<file path="src/rtl/crc_frame_ctrl.sv">
// Frame controller for a serial CRC engine: serializes payload bytes LSB first into the
// engine, then collects the 8-bit CRC it shifts back, flagging underrun and timeout.
module crc_frame_ctrl #(
    parameter int TIMEOUT = 12
) (
    input  logic       CLK,
    input  logic       RST,
    input  logic       START,
    input  logic [3:0] FRAME_LEN,
    input  logic [7:0] IN_DATA,
    input  logic       IN_VALID,
    output logic       IN_READY,
    output logic       ENG_RST_N,
    output logic       ENG_ACTIVE,
    output logic       ENG_DATA,
    input  logic       ENG_CRC,
    input  logic       ENG_VALID,
    output logic [7:0] CRC_OUT,
    output logic       DONE,
    output logic       ERR,
    output logic       BUSY
);

    localparam int            TW       = (TIMEOUT > 1) ? $clog2(TIMEOUT) : 1;
    localparam logic [TW-1:0] TMO_LAST = TW'(TIMEOUT - 1);

    typedef enum logic [2:0] {IDLE, CLR, SHIFT, COLLECT, FIN} state_t;

    state_t        state, state_nx;
    logic [3:0]    len_q, acc_cnt, samp_cnt;
    logic [7:0]    hold_q, shift_q, shift_nx, crc_q;
    logic [2:0]    bit_cnt;
    logic [TW-1:0] tmo_cnt;
    logic          hold_full, load_shift, fin_err;
    logic          done_q, err_q, eng_rst_n_q, eng_active_q, eng_data_q;
    logic          accept, start_ok, start_zero, bytes_left, have_byte, last_sample;

    assign IN_READY    = ((state == CLR) || (state == SHIFT)) && !hold_full && (acc_cnt < len_q);
    assign accept      = IN_VALID && IN_READY;
    assign start_ok    = START && (FRAME_LEN != 4'd0);
    assign start_zero  = START && (FRAME_LEN == 4'd0);
    // A byte is still owed while the hold is occupied or the host has not delivered them all.
    assign bytes_left  = hold_full || (acc_cnt < len_q);
    assign have_byte   = hold_full || accept;
    assign last_sample = ENG_VALID && (samp_cnt == 4'd7);

    always_comb begin
        // NOTE: every signal written here gets a default first; a branch that skips one would infer a latch.
        state_nx   = state;
        shift_nx   = shift_q;
        load_shift = 1'b0;
        fin_err    = 1'b1;
        case (state)
            IDLE: begin
                if (start_ok) state_nx = CLR;
            end
            CLR: begin
                if (hold_full) begin
                    state_nx   = SHIFT;
                    shift_nx   = hold_q;
                    load_shift = 1'b1;
                end
            end
            SHIFT: begin
                if (bit_cnt != 3'd7) begin
                    shift_nx = {1'b0, shift_q[7:1]};
                end else if (!bytes_left) begin
                    state_nx = COLLECT;
                end else if (have_byte) begin
                    // Reload without a gap; a byte arriving this very cycle bypasses the hold.
                    shift_nx   = hold_full ? hold_q : IN_DATA;
                    load_shift = 1'b1;
                end else begin
                    state_nx = FIN;
                end
            end
            COLLECT: begin
                if (last_sample) begin
                    state_nx = FIN;
                    fin_err  = 1'b0;
                end else if (tmo_cnt == TMO_LAST) begin
                    state_nx = FIN;
                end
            end
            FIN:     state_nx = IDLE;
            default: state_nx = IDLE;
        endcase
    end

    always_ff @(posedge CLK or negedge RST) begin
        if (!RST) state <= IDLE;
        else      state <= state_nx;
    end

    always_ff @(posedge CLK or negedge RST) begin
        if (!RST) begin
            // NOTE: the hold and shift data registers are reset too, so nothing stale can leak onto ENG_DATA.
            len_q        <= 4'd0;
            acc_cnt      <= 4'd0;
            samp_cnt     <= 4'd0;
            hold_q       <= 8'h00;
            hold_full    <= 1'b0;
            shift_q      <= 8'h00;
            bit_cnt      <= 3'd0;
            tmo_cnt      <= '0;
            crc_q        <= 8'h00;
            done_q       <= 1'b0;
            err_q        <= 1'b0;
            eng_rst_n_q  <= 1'b0;
            eng_active_q <= 1'b0;
            eng_data_q   <= 1'b0;
        end else begin
            // NOTE: non-blocking assignments so every register here sees pre-edge values of the others.
            eng_rst_n_q  <= (state_nx == SHIFT) || (state_nx == COLLECT);
            eng_active_q <= (state_nx == SHIFT);
            eng_data_q   <= (state_nx == SHIFT) && shift_nx[0];
            done_q       <= (state_nx == FIN) || ((state == IDLE) && start_zero);
            shift_q      <= shift_nx;
            acc_cnt      <= acc_cnt + {3'd0, accept};

            if (load_shift)           bit_cnt <= 3'd0;
            else if (state == SHIFT)  bit_cnt <= bit_cnt + 3'd1;

            if (load_shift) begin
                hold_full <= 1'b0;
            end else if (accept) begin
                hold_q    <= IN_DATA;
                hold_full <= 1'b1;
            end

            if (state == COLLECT) begin
                tmo_cnt <= tmo_cnt + TW'(1);
                if (ENG_VALID) begin
                    crc_q    <= {ENG_CRC, crc_q[7:1]};
                    samp_cnt <= samp_cnt + 4'd1;
                end
            end

            if (state == IDLE) begin
                if (start_ok) begin
                    len_q     <= FRAME_LEN;
                    acc_cnt   <= 4'd0;
                    hold_full <= 1'b0;
                    samp_cnt  <= 4'd0;
                    tmo_cnt   <= '0;
                    crc_q     <= 8'h00;
                    err_q     <= 1'b0;
                end else if (start_zero) begin
                    err_q <= 1'b1;
                end
            end

            if (state_nx == FIN) err_q <= fin_err;
        end
    end

    assign ENG_RST_N  = eng_rst_n_q;
    assign ENG_ACTIVE = eng_active_q;
    assign ENG_DATA   = eng_data_q;
    assign CRC_OUT    = crc_q;
    assign DONE       = done_q;
    assign ERR        = err_q;
    assign BUSY       = (state != IDLE);

endmodule

</file>
<file path="config.mk">
export PLATFORM = sky130hd
export DESIGN_NAME = crc_frame_ctrl
export DESIGN_NICKNAME = d
export VERILOG_FILES = /design/src/rtl/crc_frame_ctrl.sv
export SDC_FILE = /design/constraint.sdc
export NUM_CORES = 1
export LEC_CHECK = 0
export CAP_MARGIN = 20
export CORE_MARGIN = 2
export CORE_UTILIZATION = 59
export CTS_CLUSTER_DIAMETER = 120
export DETAILED_ROUTE_END_ITERATION = 10
export PLACE_DENSITY = 0.84
export SLEW_MARGIN = 20
export SYNTH_ARGS = -nofsm -noshare
export SYNTH_HDL_FRONTEND = slang
export SYNTH_SLANG_ARGS = --single-unit
</file>
<file path="constraint.sdc">
create_clock -name CLK -period 5.1 [get_ports CLK]
set_input_delay 0.765 -clock CLK [delete_from_list [all_inputs] [get_ports CLK]]
set_output_delay 0.765 -clock CLK [all_outputs]
set_load 0.02 [all_outputs]
</file>
After elaboration in Yosys (flattened, before gate mapping) --
Cells that the tools add are included.
Word-level totals: bits in registers 52, bits of input ports 18, output and inout bits 15
Operators by class: add/subtract/negate cells 4, magnitude comparators 1, equality and inequality tests 12, mux-type cells 44, bitwise logic cells 1, reduce and logical (&&, ||, !) cells 26
Operators with widths (number):
- two-way mux 8 bit | 9
- two-way mux 4 bit | 9
- two-way mux 3 bit | 9
- case mux 8 bit (2 select lines) | 1
- two-way mux 1 bit | 14
- == test 3 x 2 -> 1 bit, second input constant | 4
- case mux 3 bit (4 select lines) | 1
- adder 4 x 1 -> 4 bit, second input constant | 2
- logical AND 1 bit | 8
- != test 3 x 2 -> 1 bit, second input constant | 2
- AND reduction 2 bit | 3
- nonzero test 2 bit | 3
- nonzero test 3 bit | 2
- logical OR 1 bit | 5
- adder 4 x 1 -> 4 bit | 1
- == test 4 x 3 -> 1 bit, second input constant | 1
- == test 4 bit, second input constant | 1
- zero test 4 bit | 1
- < comparator 4 bit | 1
- AND reduction 4 bit | 1
- nonzero test 4 bit | 1
- adder 3 x 1 -> 3 bit, second input constant | 1
- == test 3 x 1 -> 1 bit, second input constant | 1
- == test 3 bit, second input constant | 1
- 6 further kinds | 6

Depth between registers and ports, before layout --
depth after elaboration 13, mapped depth 9, depth with buffers taken out 9

Worst setup path before layout --
OpenSTA, ideal clock, no wires.
kind flip-flop to output port, from register acc_cnt[3], to output port IN_READY, arrival 1974 ps, required time 4335 ps, setup slack 2361 ps, stages on the path, launching flop included 6, buffers on the path 0, cells stage by stage dfrtp_1 ha_1 and2_4 a221oi_1 nand2_1 nor4_1
On the way: longest elaborated chain between the ends 2
Ends and longest elaborated chain:
- from (decl) | RTL line 30 | logic [3:0] len_q, acc_cnt, samp_cnt;
- from (signal assigned) | RTL line 119 | acc_cnt <= acc_cnt + {3'd0, accept};
- < comparator 4 bit | RTL line 38 | assign IN_READY = ((state == CLR) || (state == SHIFT)) && !hold_full && (acc_cnt < len_q);
- logical AND 1 bit | RTL line 38
- to (decl) | RTL line 12 | output logic IN_READY,
No other way between the ends.

Final worst setup path --
Ends and elaborated chain as after synthesis.

==> results.sh <==
export IMPL_status="complete, no violations"
export IMPL_diodes=0
export IMPL_max_stage_delay_ps=650
export IMPL_hold_viol=0
export IMPL_crit_path_top_delay_cell="clkdlybuf4s50_1"
export IMPL_tightest_slew_ps=825
export IMPL_dpl_cell_area_um2=2880
export IMPL_syn_avg_cell_area_um2=10.8
export IMPL_gp_routability_congestion=0.897
export IMPL_r2r_worst_path_cells=6
export IMPL_synth_seq_cells=52
export IMPL_netlist_area_um2=2560
export IMPL_cts_hold_fix_buffers=0
export IMPL_synthTopCellsByCount="dfrtp_1 (52), nand2_1 (36), nor2_1 (15), a21oi_1 (14)"
export IMPL_synth_top_area_frac=0.509
export IMPL_dr_first_iter_drc_count=210
export IMPL_cp_end_kind="output pin"
export IMPL_dp_cells=310
export IMPL_ys_types=53
export IMPL_post_synth_xor_area_fraction=0.0372
export IMPL_pwr_density_cell_nw_per_um2=551
export IMPL_grt_pass1_wl_mm=9.04
export IMPL_synth_flop_cell="dfrtp_1"
export IMPL_htree_levels=2
export IMPL_nNetsFinal=294
export IMPL_synth_edf_count=0
export IMPL_crit_type="flop to output pin"
export IMPL_vias=1926
export IMPL_die_h_um=69.9
export IMPL_postLayoutCellArea_um2=2970
export IMPL_io_buffers=32
export IMPL_leakage_nw=1.33
export IMPL_async_flop_share=1.00
export IMPL_setup_viol=0
export IMPL_clk_pin_slew_ps=90
export IMPL_firstDrtPassIters=4
export IMPL_period_minus_slack_ps=3400
export IMPL_r2r_end="shift_q[1]"
export IMPL_maxCapViolCount=0
export IMPL_min_from="hold_q[2]"
export IMPL_netlist_instances=236
export IMPL_dieArea_um2=4880
export IMPL_synth_area_top_cells="dfrtp_1 (51%), nand2_1 (5.3%), ha_1 (4.4%)"
export IMPL_seq_area_frac_synth=0.509
export IMPL_ir_drop_uv=346
export IMPL_cp_arrival_ps=2640
export IMPL_cts_buffer_depth=2
export IMPL_synth_top_family_by_area="simple AND/OR/NAND/NOR gates"
export IMPL_syn_to_final_growth_pct=16.1
export IMPL_min_to="hold_q[2]"
export IMPL_cp_num_cells=6
export IMPL_slew_headroom=0.450
export IMPL_via_per_inst=6.06
export IMPL_std_cell_rows=23
export IMPL_hold_class="flop to flop"
export IMPL_syn_nets=263
export IMPL_yosys_area_top_type="dfrtp_1"
export IMPL_io_pins=33
export IMPL_fmax_ghz=0.294
export IMPL_yosys_warnings=0
export IMPL_drive_above_1_share=0.116
export IMPL_synth_compound_area_share=0.154
export IMPL_hpwl_mm=3.60
export IMPL_cts_root_buf="clkbuf_8"
export IMPL_synth_simple_area_share=0.180
export IMPL_tns_ps=0
export IMPL_fin_cells=318
export IMPL_drv_slew=0
export IMPL_crit_buf_inv=1
export IMPL_track_usage=0.234
export IMPL_synth_mux_area_frac=0.0352
export IMPL_cts_resized=0
export IMPL_clkLatencyLatePin_ps=300
export IMPL_crit_family="buffers and inverters"
export IMPL_whs_path_depth=1
export IMPL_fp_dieW_um=69.9
export IMPL_grt_pass1_vias=1875
export IMPL_r2r_start="acc_cnt[3]"
export IMPL_yosysMostFrequentCell="dfrtp_1"
export IMPL_cp_required_ps=4340
export IMPL_cts_setup_buffers=0
export IMPL_coreArea_um2=4090
export IMPL_rsz0062_at_grt="false"
export IMPL_start_kind="flop"
export IMPL_cts_tree="built"
export IMPL_path_cells="ha_1 > and2_4 > a221oi_1 > nand2_1 > nor4_1 > clkdlybuf4s50_1"
export IMPL_r2r_slack_ps=2560
export IMPL_start_util=0.626
export IMPL_drtAntennaViolNets=0
export IMPL_numCtsBuffers=5
export IMPL_grt_max_degree=53
export IMPL_crit_fanout=4
export IMPL_overflow=0
export IMPL_wl_per_cell_um=16.4
export IMPL_clock_sinks=52
export IMPL_drcViolationCount=0
export IMPL_finalClockSkew_ps=10.5
export IMPL_wirelength_mm=5.22
export IMPL_synthAdderAreaFrac=0.0440
export IMPL_finalCritPeriodShare=0.667
export IMPL_antenna_found_initial=0
-- cell type report --
| class | count | area (um2) |
|---|---|---|
| sequential | 52 | 1300 |
| inverter | 9 | 33.8 |
| fill | 307 | 1110 |
| clock buffer | 8 | 90.1 |
| multi-input combinational | 165 | 1150 |
| tap | 50 | 62.6 |
| timing repair buffer | 34 | 330 |
-- power breakdown --
| group | leakage [nW] | total, mW | internal (mW) | switching, mW |
|---|---|---|---|---|
| clock network | 0.0455 | 0.238 | 0.111 | 0.127 |
| logic | 0.608 | 0.718 | 0.345 | 0.374 |
| registers | 0.674 | 0.680 | 0.560 | 0.120 |
-- cells by family after synthesis --
logic type / Yosys count
simple gates: 88
flops: 52
compound gates: 50
buf+inv: 19
xor+xnor: 10
fa+ha+maj: 9
mux: 8
-- state kept, by name (all words and copies together), names as in the netlist --
signal	count
ERR	1
state	3
tmo_cnt	4
hold_q	8
hold_full	1
ENG_DATA	1
ENG_ACTIVE	1
len_q	4
ENG_RST_N	1
DONE	1
bit_cnt	3
samp_cnt	4
acc_cnt	4
shift_q	8
CRC_OUT	8
-- through the flow --
stage | total power [mW] | setup WS, ps | hold WS (ps) | util
after global placement | 1.36 | 2100 | 485 | 0.705
final | 1.64 | 1700 | 509 | 0.727
after detailed placement | 1.40 | 2060 | 495 | 0.705
after floorplan | 1.21 | 2360 | 458 | -
after global routing | 1.76 | 1530 | 533 | 0.727
after CTS | 1.65 | 1710 | 515 | 0.727
-- how the worst max path moves through the flow --
stage,slack [ps],to,startpoint
floorplan,2360,IN_READY,acc_cnt[3]
global placement,2100,IN_READY,acc_cnt[3]
detailed placement,2060,IN_READY,acc_cnt[3]
CTS,1710,IN_READY,acc_cnt[3]
global route,1530,IN_READY,acc_cnt[3]
finish,1700,IN_READY,acc_cnt[3]
-- placed cells by master, fill, tap and decap left out, types with 5 or more instances in the layout --
master            n
xor2_1            5
inv_1             9
a22o_1            7
ha_1              9
and2_1            5
clkbuf_8          6
nand2_1          36
o21ai_0           5
clkdlybuf4s50_1  31
nor2_1           15
a21oi_1          14
dfrtp_1          52
mux2_2            8
a221o_1           6
-- routing by layer --
metal / global-route usage / part of all wire
met1: 0.326 / 0.44
met2: 0.367 / 0.49
met3: 0.0505 / 0.050
met4: 0.0748 / 0.021
met5: 0 / 0
Note: power is estimated with default switching activity, not from simulation.
